File: src/rtl/alu_issue_buffer_if.sv
// alu_issue_buffer_if: dispatch, result-broadcast and issue signals of the ALU reservation buffer
interface alu_issue_buffer_if;
  logic [31:0] ALU_Instr;
  logic [31:0] ALU_InstrNO;
  logic        ALU_DR;
  logic [31:0] src1_tag;
  logic        src1_pend;
  logic [31:0] src2_tag;
  logic        src2_pend;
  logic        cdb_valid;
  logic [31:0] cdb_tag;
  logic        flush;
  logic        ALUbuffer_ready;
  logic        iss_valid;
  logic [31:0] iss_instr;
  logic [31:0] iss_instr_no;
  logic        iss_ready;
  logic [3:0]  occupancy;
  modport master (
    output ALU_Instr, ALU_InstrNO, ALU_DR, src1_tag, src1_pend, src2_tag, src2_pend,
           cdb_valid, cdb_tag, flush, iss_ready,
    input  ALUbuffer_ready, iss_valid, iss_instr, iss_instr_no, occupancy
  );
  modport slave (
    input  ALU_Instr, ALU_InstrNO, ALU_DR, src1_tag, src1_pend, src2_tag, src2_pend,
           cdb_valid, cdb_tag, flush, iss_ready,
    output ALUbuffer_ready, iss_valid, iss_instr, iss_instr_no, occupancy
  );
endinterface

File: src/rtl/alu_issue_buffer.sv
// alu_issue_buffer: age-compacting reservation queue feeding the ALU through a registered issue port
module alu_issue_buffer #(parameter int DEPTH = 4) (
  input logic clk,
  input logic rst,
  alu_issue_buffer_if.slave bus
);
  localparam int AW = $clog2(DEPTH);
  typedef struct packed {
    logic [31:0] instr;
    logic [31:0] no;
    logic [31:0] tag1;
    logic        pend1;
    logic [31:0] tag2;
    logic        pend2;
  } entry_t;
  entry_t           r_q [DEPTH];
  logic [3:0]       r_occ;
  logic             r_iss_valid;
  logic [31:0]      r_iss_instr;
  logic [31:0]      r_iss_no;
  entry_t           w_q [DEPTH];
  entry_t           w_src;
  entry_t           w_new;
  logic [DEPTH-1:0] w_rdy;
  logic [AW-1:0]    w_sel;
  logic [3:0]       w_cnt;
  logic             w_any;
  logic             w_load;
  logic             w_disp;
  assign bus.ALUbuffer_ready = (r_occ < 4'(DEPTH)) && !bus.flush;
  assign bus.iss_valid       = r_iss_valid;
  assign bus.iss_instr       = r_iss_instr;
  assign bus.iss_instr_no    = r_iss_no;
  assign bus.occupancy       = r_occ;
  assign w_disp = bus.ALU_DR && bus.ALUbuffer_ready;
  assign w_load = w_any && (!r_iss_valid || bus.iss_ready);
  assign w_cnt  = r_occ - {3'b0, w_load};
  // Readiness uses the registered pend bits, so a broadcast only enables issue on the next edge.
  for (genvar g = 0; g < DEPTH; g++) begin : g_rdy
    assign w_rdy[g] = (4'(g) < r_occ) && !r_q[g].pend1 && !r_q[g].pend2;
  end
  assign w_new = '{
    instr: bus.ALU_Instr,
    no:    bus.ALU_InstrNO,
    tag1:  bus.src1_tag,
    pend1: bus.src1_pend && !(bus.cdb_valid && bus.cdb_tag == bus.src1_tag),
    tag2:  bus.src2_tag,
    pend2: bus.src2_pend && !(bus.cdb_valid && bus.cdb_tag == bus.src2_tag)
  };
  always_comb begin
    w_sel = '0;
    w_any = 1'b0;
    for (int i = DEPTH - 1; i >= 0; i--) begin
      w_sel = w_rdy[i] ? AW'(i) : w_sel;
      w_any = w_any || w_rdy[i];
    end
  end
  // Compact above the removed slot, apply wakeup, then drop the new entry at the compacted tail.
  always_comb begin
    w_src = '0;
    for (int i = 0; i < DEPTH; i++) begin
      w_src       = (w_load && i >= int'(w_sel)) ? r_q[(i < DEPTH - 1) ? i + 1 : i] : r_q[i];
      w_src.pend1 = w_src.pend1 && !(bus.cdb_valid && bus.cdb_tag == w_src.tag1);
      w_src.pend2 = w_src.pend2 && !(bus.cdb_valid && bus.cdb_tag == w_src.tag2);
      w_q[i]      = (w_disp && i == int'(w_cnt)) ? w_new : w_src;
    end
  end
  always_ff @(posedge clk or negedge rst) begin
    if (!rst) begin
      for (int i = 0; i < DEPTH; i++) r_q[i] <= '0;
      r_occ       <= '0;
      r_iss_valid <= 1'b0;
      r_iss_instr <= '0;
      r_iss_no    <= '0;
    end else if (bus.flush) begin
      r_occ       <= '0;
      r_iss_valid <= 1'b0;
    end else begin
      r_q   <= w_q;
      r_occ <= w_cnt + {3'b0, w_disp};
      if (w_load) begin
        r_iss_valid <= 1'b1;
        r_iss_instr <= r_q[w_sel].instr;
        r_iss_no    <= r_q[w_sel].no;
      end else if (bus.iss_ready) begin
        r_iss_valid <= 1'b0;
      end
    end
  end
endmodule

File: src/flat_wrapper.sv
// flat-port wrapper written by rule: the top's interface ports become plain ports
module alu_issue_buffer_flat 
#(parameter int DEPTH = 4)
  (clk, rst, bus_ALU_Instr, bus_ALU_InstrNO, bus_ALU_DR, bus_src1_tag, bus_src1_pend, bus_src2_tag, bus_src2_pend, bus_cdb_valid, bus_cdb_tag, bus_flush, bus_iss_ready, bus_ALUbuffer_ready, bus_iss_valid, bus_iss_instr, bus_iss_instr_no, bus_occupancy);
  alu_issue_buffer_if bus_i ();
  input logic clk;
  input logic rst;
  input wire logic [$bits(bus_i.ALU_Instr)-1:0] bus_ALU_Instr;
  input wire logic [$bits(bus_i.ALU_InstrNO)-1:0] bus_ALU_InstrNO;
  input wire logic [$bits(bus_i.ALU_DR)-1:0] bus_ALU_DR;
  input wire logic [$bits(bus_i.src1_tag)-1:0] bus_src1_tag;
  input wire logic [$bits(bus_i.src1_pend)-1:0] bus_src1_pend;
  input wire logic [$bits(bus_i.src2_tag)-1:0] bus_src2_tag;
  input wire logic [$bits(bus_i.src2_pend)-1:0] bus_src2_pend;
  input wire logic [$bits(bus_i.cdb_valid)-1:0] bus_cdb_valid;
  input wire logic [$bits(bus_i.cdb_tag)-1:0] bus_cdb_tag;
  input wire logic [$bits(bus_i.flush)-1:0] bus_flush;
  input wire logic [$bits(bus_i.iss_ready)-1:0] bus_iss_ready;
  output wire logic [$bits(bus_i.ALUbuffer_ready)-1:0] bus_ALUbuffer_ready;
  output wire logic [$bits(bus_i.iss_valid)-1:0] bus_iss_valid;
  output wire logic [$bits(bus_i.iss_instr)-1:0] bus_iss_instr;
  output wire logic [$bits(bus_i.iss_instr_no)-1:0] bus_iss_instr_no;
  output wire logic [$bits(bus_i.occupancy)-1:0] bus_occupancy;
  assign bus_i.ALU_Instr = bus_ALU_Instr;
  assign bus_i.ALU_InstrNO = bus_ALU_InstrNO;
  assign bus_i.ALU_DR = bus_ALU_DR;
  assign bus_i.src1_tag = bus_src1_tag;
  assign bus_i.src1_pend = bus_src1_pend;
  assign bus_i.src2_tag = bus_src2_tag;
  assign bus_i.src2_pend = bus_src2_pend;
  assign bus_i.cdb_valid = bus_cdb_valid;
  assign bus_i.cdb_tag = bus_cdb_tag;
  assign bus_i.flush = bus_flush;
  assign bus_i.iss_ready = bus_iss_ready;
  assign bus_ALUbuffer_ready = bus_i.ALUbuffer_ready;
  assign bus_iss_valid = bus_i.iss_valid;
  assign bus_iss_instr = bus_i.iss_instr;
  assign bus_iss_instr_no = bus_i.iss_instr_no;
  assign bus_occupancy = bus_i.occupancy;
  alu_issue_buffer #(.DEPTH(DEPTH)) u_core (.clk(clk), .rst(rst), .bus(bus_i));
endmodule
File: config.mk
export PLATFORM = sky130hd
export DESIGN_NAME = alu_issue_buffer_flat
export DESIGN_NICKNAME = d
export VERILOG_FILES = /design/src/rtl/alu_issue_buffer_if.sv /design/src/rtl/alu_issue_buffer.sv /design/src/flat_wrapper.sv
export SDC_FILE = /design/constraint.sdc
export NUM_CORES = 2
export LEC_CHECK = 0
export BUFFER_PORTS_ARGS = -buffer_cell sky130_fd_sc_hd__buf_2
export CAP_MARGIN = 20
export CORE_ASPECT_RATIO = 1.25
export CORE_MARGIN = 2
export CORE_UTILIZATION = 35
export DETAILED_ROUTE_END_ITERATION = 7
export PLACE_DENSITY = 0.5
export REMOVE_ABC_BUFFERS = 1
export SLEW_MARGIN = 20
export SYNTH_ARGS = -nofsm -noshare
export SYNTH_HDL_FRONTEND = slang
export SYNTH_SLANG_ARGS = --single-unit
File: constraint.sdc
create_clock -name clk -period 5.2 [get_ports clk]
set_clock_uncertainty 0.2 [all_clocks]
set_input_delay 0.78 -clock clk [delete_from_list [all_inputs] [get_ports clk]]
set_output_delay 0.78 -clock clk [all_outputs]
set_load 0.02 [all_outputs]
==> results.yml <==
outcome:
  status: "finished clean"
cts:
  cts_tree: "built"
  numCtsBuffers: 69
  worstSkewPairLatency_ps: 640
  ctsHoldBuffers: 0
  cts.sinks: 589
  cts_resized: 0
  h-tree-depth: 3
  postCtsSetupBuffers: 0
  clock-root-buffer: "clkbuf_16"
  clk_pin_slew_worst_paths_ps: 60
  cts_max_path_buffers: 3
floorplan:
  die_w_um: 278.6
  ioPinCount: 238
  fp-row-count: 125
  dieArea_um2: 96720
  start_util_pct: 35.38
  core_area_um2: 93210
  die_y_um: 347.2
detailed_routing:
  vias: 31000
  drt_wl_total_mm: 144.4
  ant_nets: 0
  wl_per_cell_um: 27.94
  avgViaCountPerCell: 5.998
  drtIter0Drc: 3280
  drc: 0
  drtPass1Iterations: 6
placement:
  place_congestion: 1.047
  portBuffers: 237
  hpwlAfterDp_mm: 97.55
yosys:
  synth_area_leader_cell: "dfrtp_1"
  syn_inst: 3801
  yosys_warnings: 0
  synth_most_common_cell: "nand2_1"
  synthAdderAreaFrac_pct: 0.1517
  synth_edf_count: 0
  ys_seq_elements: 589
  synth.top_cells.by_area: "dfrtp_1 45%, nand2_1 9.5%, o21ai_0 8.3%, a22oi_1 7.6%, mux2_2 4.1%"
  synth_top_family_by_area: "compound AO/OA/AOI/OAI gates"
  synth.area.mux_share_pct: 7.189
  synth.distinct_cells: 63
  synth_area_per_cell_um2: 8.677
  synth_common_cells: "836 x nand2_1, 589 x dfrtp_1, 548 x o21ai_0"
  synth_compound_area_share_pct: 21.48
  synth-async-reset-ratio_pct: 100.0
  synth-main-ff-cell: "dfrtp_1"
  synth-seq-area-share_pct: 44.69
  syn-cell-area_um2: 32980
  yosys.area.top_type_share_pct: 44.69
  synth-simple-area-share_pct: 16.28
  synthXorXnorAreaFrac_pct: 5.656
grt:
  gr-total-overflow: 0
  grt_pass1_wl_mm: 212.4
  grtUsageTotal_pct: 29.27
  grt_pass1_vias: 29850
  antenna_found_initial: 30
  grt_max_degree: 114
timing:
  slew_violations: 0
  finalCritPeriodShare_pct: 88.58
  finalSetupViolCount: 0
  slew_headroom_pct: 23.54
  hold_viol_final: 0
  fin_crit_ps: 4606
  fmax_ghz: 0.2171
  fin_tns_setup_ps: 0
  tightest_slew_ps: 1118
  grt_setup_unrepaired: "no"
layout:
  nets: 4075
  area_growth_pct: 15.47
  drive_above_1_share_pct: 15.23
critical_path:
  cp.arrival_ps: 4940
  start_kind: "flop"
  path_max_fanout: 113
  path_class: "flop to flop"
  end_kind: "flop"
  crit_required_ps: 5530
job:
  maxCapViolCount: 0
power_and_ir_drop:
  total_leakage_power_nw: 16.00
  peakVddDrop_v: 0.0004587
  design_power_total_w: 0.02656
  power.density_nw_per_um2: 697.5
hold_path:
  min_path_type: "primary input to async pin"
## power by group
part | total, W | leakage [nW] | internal (W) | switching [W]
clock | 0.00527 | 1.18 | 0.00311 | 0.00215
combinational | 0.0128 | 7.21 | 0.00429 | 0.00849
sequential | 0.00851 | 7.61 | 0.00648 | 0.00203
total | 0.0266 | 16.0 | 0.0139 | 0.0127
## critical path, stage by stage, from the launching register on
cell,delay (ps)
dfrtp_1,420
or4_1,710
a22oi_4,250
nand2_1,90
nor2_1,140
nor2_1,70
ha_1,190
nor3b_1,150
xor2_1,280
or2_2,260
nor3_2,60
buf_4,160
nor2_4,480
buf_12,590
a22oi_1,130
o21ai_0,210
## cell type report
class | instances | area, um^2
Antenna cell | 8 | 20.02
Clock buffer | 96 | 2052
Clock inverter | 26 | 349.1
Fill cell | 9399 | 55130
Inverter | 79 | 296.5
Multi-Input combinational cell | 2818 | 16860
Sequential cell | 589 | 14740
Tap cell | 1206 | 1509
Timing Repair Buffer | 346 | 2262
## through the flow
stage | setup WS (ps) | cells | hold slack [ps] | instance area, um^2 | util (%)
finish | 593.6 | 5168 | 18.02 | 38090 | 40.86
global route | 366.4 | 5164 | 95.70 | 38080 | 40.85
CTS | 604.8 | 5160 | 67.72 | 38060 | 40.83
detailed placement | 634.5 | 5038 | 268.6 | 35660 | 38.25
global placement | 767.4 | 5038 | 259.3 | 35660 | 38.25
floorplan | -23210 | 3486 | 244.7 | 31780 | -
## flip-flops by register name, indices dropped and copies added (netlist names)
signal                   cells
u_core.bus.iss_valid         1
u_core.bus.iss_instr        32
u_core.bus.iss_instr_no     32
u_core.r_q                 520
u_core.bus.occupancy         4
## final timing paths
kind | slack [ps] | startpoint | cells past startpoint | to
setup / recovery | 590 | u_core.bus.occupancy[1] | 15 | u_core.r_q[455]
hold / removal | 20 | rst | 1 | u_core.r_q[84]
setup reg to reg | 590 | u_core.bus.occupancy[1] | 15 | u_core.r_q[455]
hold reg to reg | 270 | u_core.bus.iss_instr[26] | 2 | u_core.bus.iss_instr[26]
max in group asynchronous | 3610 | rst | 2 | u_core.r_q[219]
min in group clk | 250 | bus_ALU_Instr[15] | 2 | u_core.r_q[113]
## logic make-up (layout without fill, tap and decap cells)
family,Yosys count,in the layout
other,0,8
AO/OA/AOI/OAI,1139,1139
buffers and inverters,394,547
multiplexers,222,222
flip-flops,589,589
AND/OR/NAND/NOR,1240,1240
XOR/XNOR,213,213
adder cells (fa/ha/maj),4,4
## cell usage in the layout, fill, tap and decap left out, types with 74 or more instances in the layout
| cell type | netlist | final |
|---|---|---|
| buf_4 | 0 | 90 |
| xor2_1 | 100 | 100 |
| mux2_2 | 119 | 119 |
| dfrtp_1 | 589 | 589 |
| mux2i_1 | 103 | 103 |
| o21ai_0 | 548 | 547 |
| nand2_1 | 836 | 836 |
| xnor2_1 | 113 | 113 |
| inv_1 | 74 | 74 |
| nand3_1 | 111 | 110 |
| buf_2 | 14 | 235 |
| a22oi_1 | 333 | 333 |
## layer usage
layer,vias up,routed length [um],global-route usage (%),share of wire (%)
met1,15330,59560,38.52,41
li1,13730,-,-,-
met5,-,235,0,0.16
met3,402,11550,5.969,8.0
met2,1500,64980,45.58,45
met4,38,8052,14.98,5.6
No activity file was read; power rests on OpenSTA's default activity.
